`config.mk`:
```
export PLATFORM = sky130hd
export DESIGN_NAME = icache_ctrl
export DESIGN_NICKNAME = d
export VERILOG_FILES = /design/src/rtl/icache_ctrl.sv
export SDC_FILE = /design/constraint.sdc
export NUM_CORES = 2
export LEC_CHECK = 0
export ABC_CLOCK_PERIOD_IN_PS = 5550
export BUFFER_PORTS_ARGS = -buffer_cell sky130_fd_sc_hd__buf_2
export CORE_MARGIN = 8
export CORE_UTILIZATION = 40
export CTS_BUF_LIST = sky130_fd_sc_hd__clkbuf_2
export CTS_CLUSTER_DIAMETER = 150
export DETAILED_ROUTE_END_ITERATION = 12
export RECOVER_POWER = 50
export SLEW_MARGIN = 20
export SYNTH_ARGS = -nofsm -noshare
export SYNTH_HDL_FRONTEND = slang
export SYNTH_SLANG_ARGS = --single-unit
```
`constraint.sdc`:
```
create_clock -name Clk -period 5.55 [get_ports Clk]
set_clock_uncertainty 0.05 [all_clocks]
set_input_delay 1.11 -clock Clk [delete_from_list [all_inputs] [get_ports Clk]]
set_output_delay 1.11 -clock Clk [all_outputs]
set_load 0.03 [all_outputs]
```
`src/rtl/icache_ctrl.sv`:
```
// ---------------------------------------------------------------------------
// icache_ctrl
//   Direct-mapped, read-only instruction cache between the core's fetch port
//   and the instruction ROM. Hits are answered combinationally. A miss stalls
//   the core while the whole line is refilled from offset 0, one word per
//   accepted ROM beat. The ROM may hold off any beat with mem_miss. A one-cycle
//   flush invalidates every line and aborts a refill that is in progress.
//
// Ports
//   Clk       in   system clock, rising edge
//   Rst       in   asynchronous reset, active low
//   cpu_req   in   fetch request valid
//   cpu_addr  in   fetch word address
//   cpu_data  out  fetched instruction (0 unless hit)
//   cpu_miss  out  stall; cpu_data is not valid while high
//   flush     in   invalidate all lines
//   mem_en    out  ROM read enable
//   mem_addr  out  ROM word address
//   mem_data  in   ROM read data
//   mem_miss  in   ROM not ready; mem_data invalid this cycle
// ---------------------------------------------------------------------------
module icache_ctrl #(
   parameter int ADDR_WIDTH  = 32,
   parameter int DATA_WIDTH  = 32,
   parameter int INDEX_BITS  = 4,
   parameter int OFFSET_BITS = 2
) (
   input  logic                  Clk,
   input  logic                  Rst,
   input  logic                  cpu_req,
   input  logic [ADDR_WIDTH-1:0] cpu_addr,
   output logic [DATA_WIDTH-1:0] cpu_data,
   output logic                  cpu_miss,
   input  logic                  flush,
   output logic                  mem_en,
   output logic [ADDR_WIDTH-1:0] mem_addr,
   input  logic [DATA_WIDTH-1:0] mem_data,
   input  logic                  mem_miss
);

   localparam int LINES    = 1 << INDEX_BITS;
   localparam int WORDS    = 1 << OFFSET_BITS;
   localparam int TAG_BITS = ADDR_WIDTH - INDEX_BITS - OFFSET_BITS;

   typedef enum logic [1:0] {
      IDLE      = 2'd0,
      REFILL    = 2'd1,
      FILL_DONE = 2'd2
   } state_t;

   state_t state_q, state_d;

   // line storage; only the valid bits need reset
   logic [LINES-1:0]      valid_q;
   logic [TAG_BITS-1:0]   tag_q  [LINES];
   logic [DATA_WIDTH-1:0] data_q [LINES][WORDS];
   logic [OFFSET_BITS-1:0] beat_q;

   // lookup address fields
   logic [OFFSET_BITS-1:0] req_off;
   logic [INDEX_BITS-1:0]  req_idx;
   logic [TAG_BITS-1:0]    req_tag;

   // the line being refilled lives in the upper bits of mem_addr, which stay
   // frozen for the whole refill since only the offset field increments
   logic [INDEX_BITS-1:0]  fill_idx;
   logic [TAG_BITS-1:0]    fill_tag;

   logic hit;
   logic beat_ok;
   logic last_beat;
   logic start_fill;

   assign req_off  = cpu_addr[OFFSET_BITS-1:0];
   assign req_idx  = cpu_addr[OFFSET_BITS +: INDEX_BITS];
   assign req_tag  = cpu_addr[ADDR_WIDTH-1 -: TAG_BITS];
   assign fill_idx = mem_addr[OFFSET_BITS +: INDEX_BITS];
   assign fill_tag = mem_addr[ADDR_WIDTH-1 -: TAG_BITS];

   // ------------------------------------------------------------------------
   // lookup
   // ------------------------------------------------------------------------
   assign hit      = cpu_req & valid_q[req_idx] & (tag_q[req_idx] == req_tag)
                   & (state_q == IDLE);
   assign cpu_miss = cpu_req & ~hit;
   assign cpu_data = hit ? data_q[req_idx][req_off] : '0;

   // flush has priority over a miss seen in the same IDLE cycle
   assign start_fill = (state_q == IDLE) & cpu_miss & ~flush;
   assign beat_ok    = (state_q == REFILL) & mem_en & ~mem_miss;
   assign last_beat  = beat_ok & (beat_q == OFFSET_BITS'(WORDS - 1));

   // ------------------------------------------------------------------------
   // FSM
   // ------------------------------------------------------------------------
   always_ff @(posedge Clk or negedge Rst) begin
      if (!Rst) state_q <= IDLE;
      else      state_q <= state_d;
   end

   always_comb begin
      state_d = state_q;
      case (state_q)
         IDLE:      if (start_fill) state_d = REFILL;
         REFILL: begin
            if (flush)          state_d = IDLE;
            else if (last_beat) state_d = FILL_DONE;
         end
         FILL_DONE: state_d = IDLE;   // re-look-up whatever cpu_addr is now
         default:   state_d = IDLE;
      endcase
   end

   // ------------------------------------------------------------------------
   // control registers
   // ------------------------------------------------------------------------
   always_ff @(posedge Clk or negedge Rst) begin
      if (!Rst) begin
         valid_q  <= '0;
         mem_en   <= 1'b0;
         mem_addr <= '0;
         beat_q   <= '0;
      end else begin
         // valid drops at refill start so a victim line is never half-valid;
         // a flush in the final beat cycle wins over validation
         if (flush)
            valid_q <= '0;
         else if (start_fill)
            valid_q[req_idx] <= 1'b0;
         else if (last_beat)
            valid_q[fill_idx] <= 1'b1;

         if (start_fill) begin
            mem_addr <= {cpu_addr[ADDR_WIDTH-1:OFFSET_BITS], {OFFSET_BITS{1'b0}}};
            mem_en   <= 1'b1;
            beat_q   <= '0;
         end else if (state_q == REFILL) begin
            if (flush) begin
               mem_en <= 1'b0;
            end else if (beat_ok) begin
               beat_q                       <= beat_q + 1'b1;
               mem_addr[OFFSET_BITS-1:0]    <= mem_addr[OFFSET_BITS-1:0] + 1'b1;
               if (last_beat) mem_en        <= 1'b0;
            end
         end
      end
   end

   // ------------------------------------------------------------------------
   // tag / data arrays (no reset; guarded by valid_q)
   // ------------------------------------------------------------------------
   always_ff @(posedge Clk) begin
      if (beat_ok && !flush) begin
         data_q[fill_idx][beat_q] <= mem_data;
         if (last_beat) tag_q[fill_idx] <= fill_tag;
      end
   end

endmodule

```
### Word level (Yosys, flattened, before mapping)

Memories as Yosys holds them, arrays and structs flattened.
Cells that the tools add are included.

| storage, ports and cells | value |
|---|---|
| bits in registers | 53 |
| memory bits (writable) | 2464 |
| input port bits | 69 |
| output and inout port bits | 66 |
| word-level logic and storage cells | 90 |
| memories | 2 |

| operators by class | value |
|---|---|
| add/sub/neg operators | 2 |
| order comparisons | 7 |
| equal/unequal tests | 6 |
| multiplexer cells | 37 |
| bitwise logic cells | 17 |
| reduce and logical (&&, ||, !) cells | 13 |

Memory list:

| name | depth | bits a word | read ports | clocked after Yosys merged registers in | wr ports | line | source |
|---|---|---|---|---|---|---|---|
| data_q | 16 | 128 | 1 | 0 | 1 | 56 | `logic [DATA_WIDTH-1:0] data_q [LINES][WORDS];` |
| tag_q | 16 | 26 | 1 | 0 | 1 | 55 | `logic [TAG_BITS-1:0] tag_q [LINES];` |

Operator list:

| operator | number |
|---|---|
| 128-bit two-way mux | 1 |
| 32-bit two-way mux | 4 |
| 32-bit binary-select mux with 2-bit select | 1 |
| 32-bit demux with 2-bit select | 1 |
| 16-bit two-way mux | 3 |
| 26-bit equality test | 1 |
| 2-bit two-way mux | 11 |
| 16-bit bitwise AND | 1 |
| 16-bit inverter | 1 |
| 16-bit OR | 1 |
| 1-bit two-way mux | 12 |
| 4-bit by 5-bit < comparator with 1-bit output, second input constant | 2 |
| 1-bit bitwise AND | 9 |
| 1-bit demux with 4-bit select | 2 |
| 4-bit by 1-bit >= comparator with 1-bit output, second input constant | 2 |
| 3-bit >= comparator, second input constant | 2 |
| 2-bit inverter with 3-bit output | 2 |
| 3-bit AND reduction | 2 |
| 3-bit nonzero test | 2 |
| 2-bit by 1-bit adder with 2-bit output, second input constant | 2 |
| 1-bit binary-select mux with 4-bit select | 1 |
| 1-bit logical AND | 4 |
| 2-bit one-hot mux with 2 select lines | 1 |
| 2-bit nonzero test | 2 |
| other kinds (10) | 12 |

### Logic depth before layout (Yosys ltp)

| logic depth | value |
|---|---|
| word-level depth | 11 |
| gate-level depth with buffers | 16 |
| mapped depth without buffers | 9 |

### Least setup slack after synthesis

No wires, ideal clock.

| timing path | value |
|---|---|
| kind | input port to output port |
| start point | input cpu_addr[2] |
| end point | output cpu_data[0] |
| arrival time | 4318 ps |
| data required time | 4390 ps |
| setup slack | 72 ps |
| cell stages on the path | 10 |
| path buffers | 6 |
| cells stage by stage | buf_6 buf_4 buf_4 buf_2 buf_2 buf_1 mux4_2 mux4_2 mux4_2 and2b_1 |

| between the ends | value |
|---|---|
| word-level cells in the longest chain between the ends | 6 |
| elaborated cells between the ends (all ways) | 12 |
| those cells by class | 1 x eq/ne; 6 x mux; 3 x bitwise; 2 x memory |

RTL lines:

| what | line | source |
|---|---|---|
| from (decl) | 31 | `input logic [ADDR_WIDTH-1:0] cpu_addr,` |
| parallel branches: the longest is 5 deep, another holds memory 16 x 26 bit | -- |  |
| 32-bit two-way mux (*) | 86 | `assign cpu_data = hit ? data_q[req_idx][req_off] : '0;` |
| to (decl) | 32 | `output logic [DATA_WIDTH-1:0] cpu_data,` |

Mark *: on every way between the ends. The select of a mux whose other input is x is not followed.

### Worst setup path after layout

| timing path | value |
|---|---|
| start point | memory tag_q[0][8] (netlist name) |
| end point | output cpu_data[10] |

| between the ends | value |
|---|---|
| word-level cells in the longest chain between the ends | 5 |

RTL lines:

| what | line | source |
|---|---|---|
| from (decl) | 55 |  |
| memory 16 x 26 bit | -- |  |
| 26-bit equality test | 83 | `assign hit = cpu_req & valid_q[req_idx] & (tag_q[req_idx] == req_tag)` |
| 1-bit bitwise AND | 83 |  |
| 1-bit bitwise AND | 84 | `& (state_q == IDLE);` |
| 32-bit two-way mux | 86 |  |

No other way between the ends.

==> flow_summary_export.csv <==
group,metric,value,unit
outcome,outcome,"finished with violations",
outcome,failed_checks,"max-capacitance violations, max-slew violations, negative setup slack",
sta,fin_crit_sh,1.13,
clock_tree,cts_sink_cnt,2517,
sta,worst_slack,-742,ps
placed_design,pre_cts_slack,-154,ps
yosys,synth_seq_area_share,0.776,
yosys,synth_simple_gate_area_share,0.0131,
critical_path,critical_path_cell_by_cell,"mux4_2, nor2_4, nor3_2, or4_1, o41a_1, nor4_4, buf_4, nand4_4, buf_12, buf_12, nor2b_1, buf_4, buf_6",
die,fp.coreArea,242000,um2
clock_tree,clock_tree.htree_level_count,6,
yosys,synth_nets,4119,
critical_path,critical_path_class,"reg -> out",
placed_design,gpl.final_weighted_congestion,0.787,
drt,detail_route.wl_per_cell,29.7,um
clock_tree,cts.root.buffer_cell,"sky130_fd_sc_hd__clkbuf_2",
pwr,ir_worst_vdd,0.261,mV
critical_path,worstRegToRegCells,7,
placed_design,detailedPlacementHpwl,138000,um
cells_and_area,design.final.nets,4994,
critical_path,cp_data_arrival_time,5130,ps
drt,total_wire_length_after_detailed_routing,254000,um
sta,minimum_clock_period,6290,ps
clock_tree,tritoncts.num_buffers,632,
clock_tree,clockBufferDepth,4,
grt,grt_first_pass_wirelength,361000,um
cells_and_area,final_layout_size_suffix_gt1_frac,0.403,
die,die_height,509,um
cells_and_area,most_common_library_cell_in_the_layout_ignoring_fill_and_taps,"sky130_fd_sc_hd__edfxtp_1",
cells_and_area,n_fill_cell,20500,
yosys,synthesis.instances,4046,
yosys,synth_async_sr_flop_share,0.0211,
placed_design,place.port_buffers,134,
drt,antenna_left,0,
critical_path,regToRegEndpoint,"tag_q[12][16]$_DFFE_PP_",
critical_path,timing.critical_path.to_type,"output port",
yosys,synth_fa_ha_area_frac,0.000515,
placed_design,dpl.cell_count,7388,
clock_tree,worst_setup_hold_path_clk_slew,100,ps
yosys,postSynthAreaPerCell,24.0,um2
grt,grt_overflow,0,
die,fp.dieW,509,um
critical_path,number_of_buffer_and_inverter_instances_along_the_worst_setup_path,5,
critical_path,critical_path_s_top_delay_family,"simple AND/OR/NAND/NOR gates",
yosys,synth_ff_type,"sky130_fd_sc_hd__edfxtp_1",
cells_and_area,most_frequent_cells_in_the_layout,"sky130_fd_sc_hd__edfxtp_1 (2464), sky130_fd_sc_hd__clkbuf_2 (899), sky130_fd_sc_hd__mux4_2 (744), sky130_fd_sc_hd__buf_4 (178), sky130_fd_sc_hd__clkinv_1 (111)",
grt,grt_start_max_net_pins,96,
cells_and_area,areaGrowthSynthToFinish,13.7,%
pwr,leakage,35.7,nW
die,die_area,259000,um2
critical_path,required,4390,ps
grt,antenna_violations_before_repair,36,
sta,worst_hold_slack,377,ps
sta,final_max_slew_violation_count,2153,
critical_path,critPathLaunchType,"flip-flop",
yosys,synth_mux_area_frac,0.188,
die,io_pins,135,
worst_hold_path,hold_path_startpoint,"cpu_addr[3]",
yosys,synthDistinctLibCells,73,
sta,final-hold-violation-count,0,
yosys,synth.cell_area,97100,um2
drt,vias,48000,
pwr,finalPower,35.8,mW
job,maxCapViolations,34,
worst_hold_path,hold_path_class,"in -> reg",
sta,totalNegativeSetupSlack,-21140,ps
clock_tree,insertion_delay,1960,ps
sta,maxSlewHeadroom,-1.47,
worst_hold_path,min_delay_path_depth,5,
yosys,synth_seq_cells,2517,
sta,rsz0062_at_grt,"true",
grt,grt_pass1_vias,50300,
die,placementRows,181,
yosys,synth-edff-count,2464,
critical_path,ff2ff_setup_slack,220,ps
grt,grt_usage,0.194,
drt,drcViolationCount,0,
pwr,power.density,325,nW/um2
die,floorplan.initialDensity,0.401,
sta,timing.final.setup_violations,33,
critical_path,path_max_fanout,16,
yosys,synth_xor_area_frac,0.00162,
drt,drt_pass1_iterations,5,
cells_and_area,layoutNonFillerInstCount,8557,
yosys,synth-compound-area-share,0.0101,
sta,slew_worst_pin,3700,ps
sta,maxClockFrequency,159,MHz
critical_path,cp_slowest_stage_delay,500,ps
critical_path,r2r-start,"state_q[1]$_DFFE_PN0P_",
yosys,yosys_warnings,0,
drt,via_per_inst,5.61,
yosys,synth_top_family_by_area,"multiplexers",
worst_hold_path,min_delay_worst_endpoint,"mem_addr[3]$_DFFE_PN0P_",
clock_tree,cts_tree,"done",
critical_path,critical_path_top_delay_cell,"sky130_fd_sc_hd__mux4_2",
drt,detail_route.iter0.violations,5147,
-- tightest hold or removal path, cell delays in order --
cell                     delay, ps
sky130_fd_sc_hd__buf_8         150
sky130_fd_sc_hd__buf_12        200
sky130_fd_sc_hd__buf_12        210
sky130_fd_sc_hd__buf_4         250
sky130_fd_sc_hd__mux2_4        270
-- registers in the layout (all words and copies together) (netlist names) --
signal	flops
mem_addr	32
state_q	2
mem_en	1
valid_q	16
beat_q	2
tag_q	416
data_q	2048
-- cell type report --
| class | count | area, um2 | share of cell area |
|---|---|---|---|
| sequential | 2517 | 75300 | 0.682 |
| multi-input combinational | 1298 | 21400 | 0.194 |
| clock buffer | 899 | 4500 | 0.0408 |
| timing repair buffer | 453 | 4070 | 0.0369 |
| tap | 3202 | 4010 | 0.0363 |
| clock inverter | 152 | 923 | 0.00837 |
| inverter | 19 | 78.8 | 0.000714 |
| antenna | 17 | 42.5 | 0.000385 |
-- per-layer routing --
layer | up-vias | wire length, um | part of all wire | global-route usage
met5 | - | 96 | 0.00038 | 0
met4 | 14 | 6280 | 0.025 | 0.0613
met3 | 418 | 21100 | 0.083 | 0.0462
met2 | 2176 | 125000 | 0.49 | 0.314
met1 | 25800 | 102000 | 0.40 | 0.262
li1 | 19600 | - | - | -
-- what timing repair did --
item                                    in CTS  in global routing
endpoints found under the setup margin      33                 33
resized for setup                           54                 31
pin swaps                                    6                  3
hold buffers                               103                  0
buffers inserted                             2                  0
endpoints found under the hold margin     2152                  0
-- stage by stage --
stage          utilization  area (um2)
5_1_grt              0.455      110000
3_5_place_dp         0.428      104000
3_3_place_gp         0.428      104000
4_1_cts              0.455      110000
2_1_floorplan            -       97100
6_report             0.455      110000
-- cell families (layout without fill, tap and decap cells) --
logic type                 after synthesis  after routing
AOI/OAI and AO/OA                      141            141
xor gates and xnor gates                18             18
adders and majority gates                4              4
buffers and inverters                  231           1523
DFF                                   2517           2517
muxes                                  876            876
other                                    0             17
and+or+nand+nor                        259            259
-- worst max-delay path by stage --
stage                     startpoint      endpoint  slack, ps  cells past startpoint
2_1_floorplan            cpu_addr[2]   cpu_data[0]         70                     10
3_3_place_gp             cpu_addr[2]   cpu_data[7]       -130                     10
3_5_place_dp             cpu_addr[2]  cpu_data[13]       -150                     15
4_1_cts        tag_q[8][5]$_DFFE_PP_   cpu_data[0]      -1150                     12
5_1_grt        tag_q[3][5]$_DFFE_PP_  cpu_data[10]      -1000                     13
6_report       tag_q[0][8]$_DFFE_PP_  cpu_data[10]       -740                     13
-- synth_stat cells (3+ instances only) --
cell type | instances | share of area
sky130_fd_sc_hd__a21o_1 | 3 | 0.00023
sky130_fd_sc_hd__a21oi_1 | 30 | 0.0015
sky130_fd_sc_hd__a22o_1 | 6 | 0.00054
sky130_fd_sc_hd__a22oi_1 | 24 | 0.0019
sky130_fd_sc_hd__a31oi_1 | 17 | 0.0011
sky130_fd_sc_hd__and2_1 | 5 | 0.00032
sky130_fd_sc_hd__and2b_1 | 3 | 0.00023
sky130_fd_sc_hd__buf_1 | 37 | 0.0014
sky130_fd_sc_hd__buf_2 | 61 | 0.0031
sky130_fd_sc_hd__buf_4 | 14 | 0.0011
sky130_fd_sc_hd__buf_6 | 7 | 0.00081
sky130_fd_sc_hd__clkbuf_1 | 90 | 0.0035
sky130_fd_sc_hd__clkinv_1 | 3 | 0.00012
sky130_fd_sc_hd__dfrtp_1 | 53 | 0.014
sky130_fd_sc_hd__edfxtp_1 | 2464 | 0.76
sky130_fd_sc_hd__ha_1 | 4 | 0.00052
sky130_fd_sc_hd__inv_1 | 15 | 0.00058
sky130_fd_sc_hd__mux2_2 | 15 | 0.0017
sky130_fd_sc_hd__mux2_4 | 26 | 0.0040
sky130_fd_sc_hd__mux2i_1 | 90 | 0.0093
sky130_fd_sc_hd__mux4_2 | 744 | 0.17
sky130_fd_sc_hd__nand2_1 | 42 | 0.0016
sky130_fd_sc_hd__nand2b_1 | 6 | 0.00039
sky130_fd_sc_hd__nand3_1 | 21 | 0.0011
sky130_fd_sc_hd__nand4_1 | 8 | 0.00052
sky130_fd_sc_hd__nor2_1 | 107 | 0.0041
sky130_fd_sc_hd__nor2b_1 | 41 | 0.0026
sky130_fd_sc_hd__nor3_1 | 8 | 0.00041
sky130_fd_sc_hd__o211ai_1 | 3 | 0.00023
sky130_fd_sc_hd__o21a_1 | 3 | 0.00023
sky130_fd_sc_hd__o21ai_0 | 16 | 0.00082
sky130_fd_sc_hd__o221ai_1 | 3 | 0.00027
sky130_fd_sc_hd__o22ai_1 | 12 | 0.00077
sky130_fd_sc_hd__xnor2_1 | 15 | 0.0014
sky130_fd_sc_hd__xor2_1 | 3 | 0.00027
-- report_power, final --
part / switching (mW) / leakage [nW] / internal (mW)
clock: 7.24 / 4.19 / 4.85
sequential: 0.258 / 22.8 / 21.1
combinational: 1.40 / 8.67 / 0.952
total: 8.89 / 35.7 / 27.0
No activity file was read; power rests on OpenSTA's default activity.
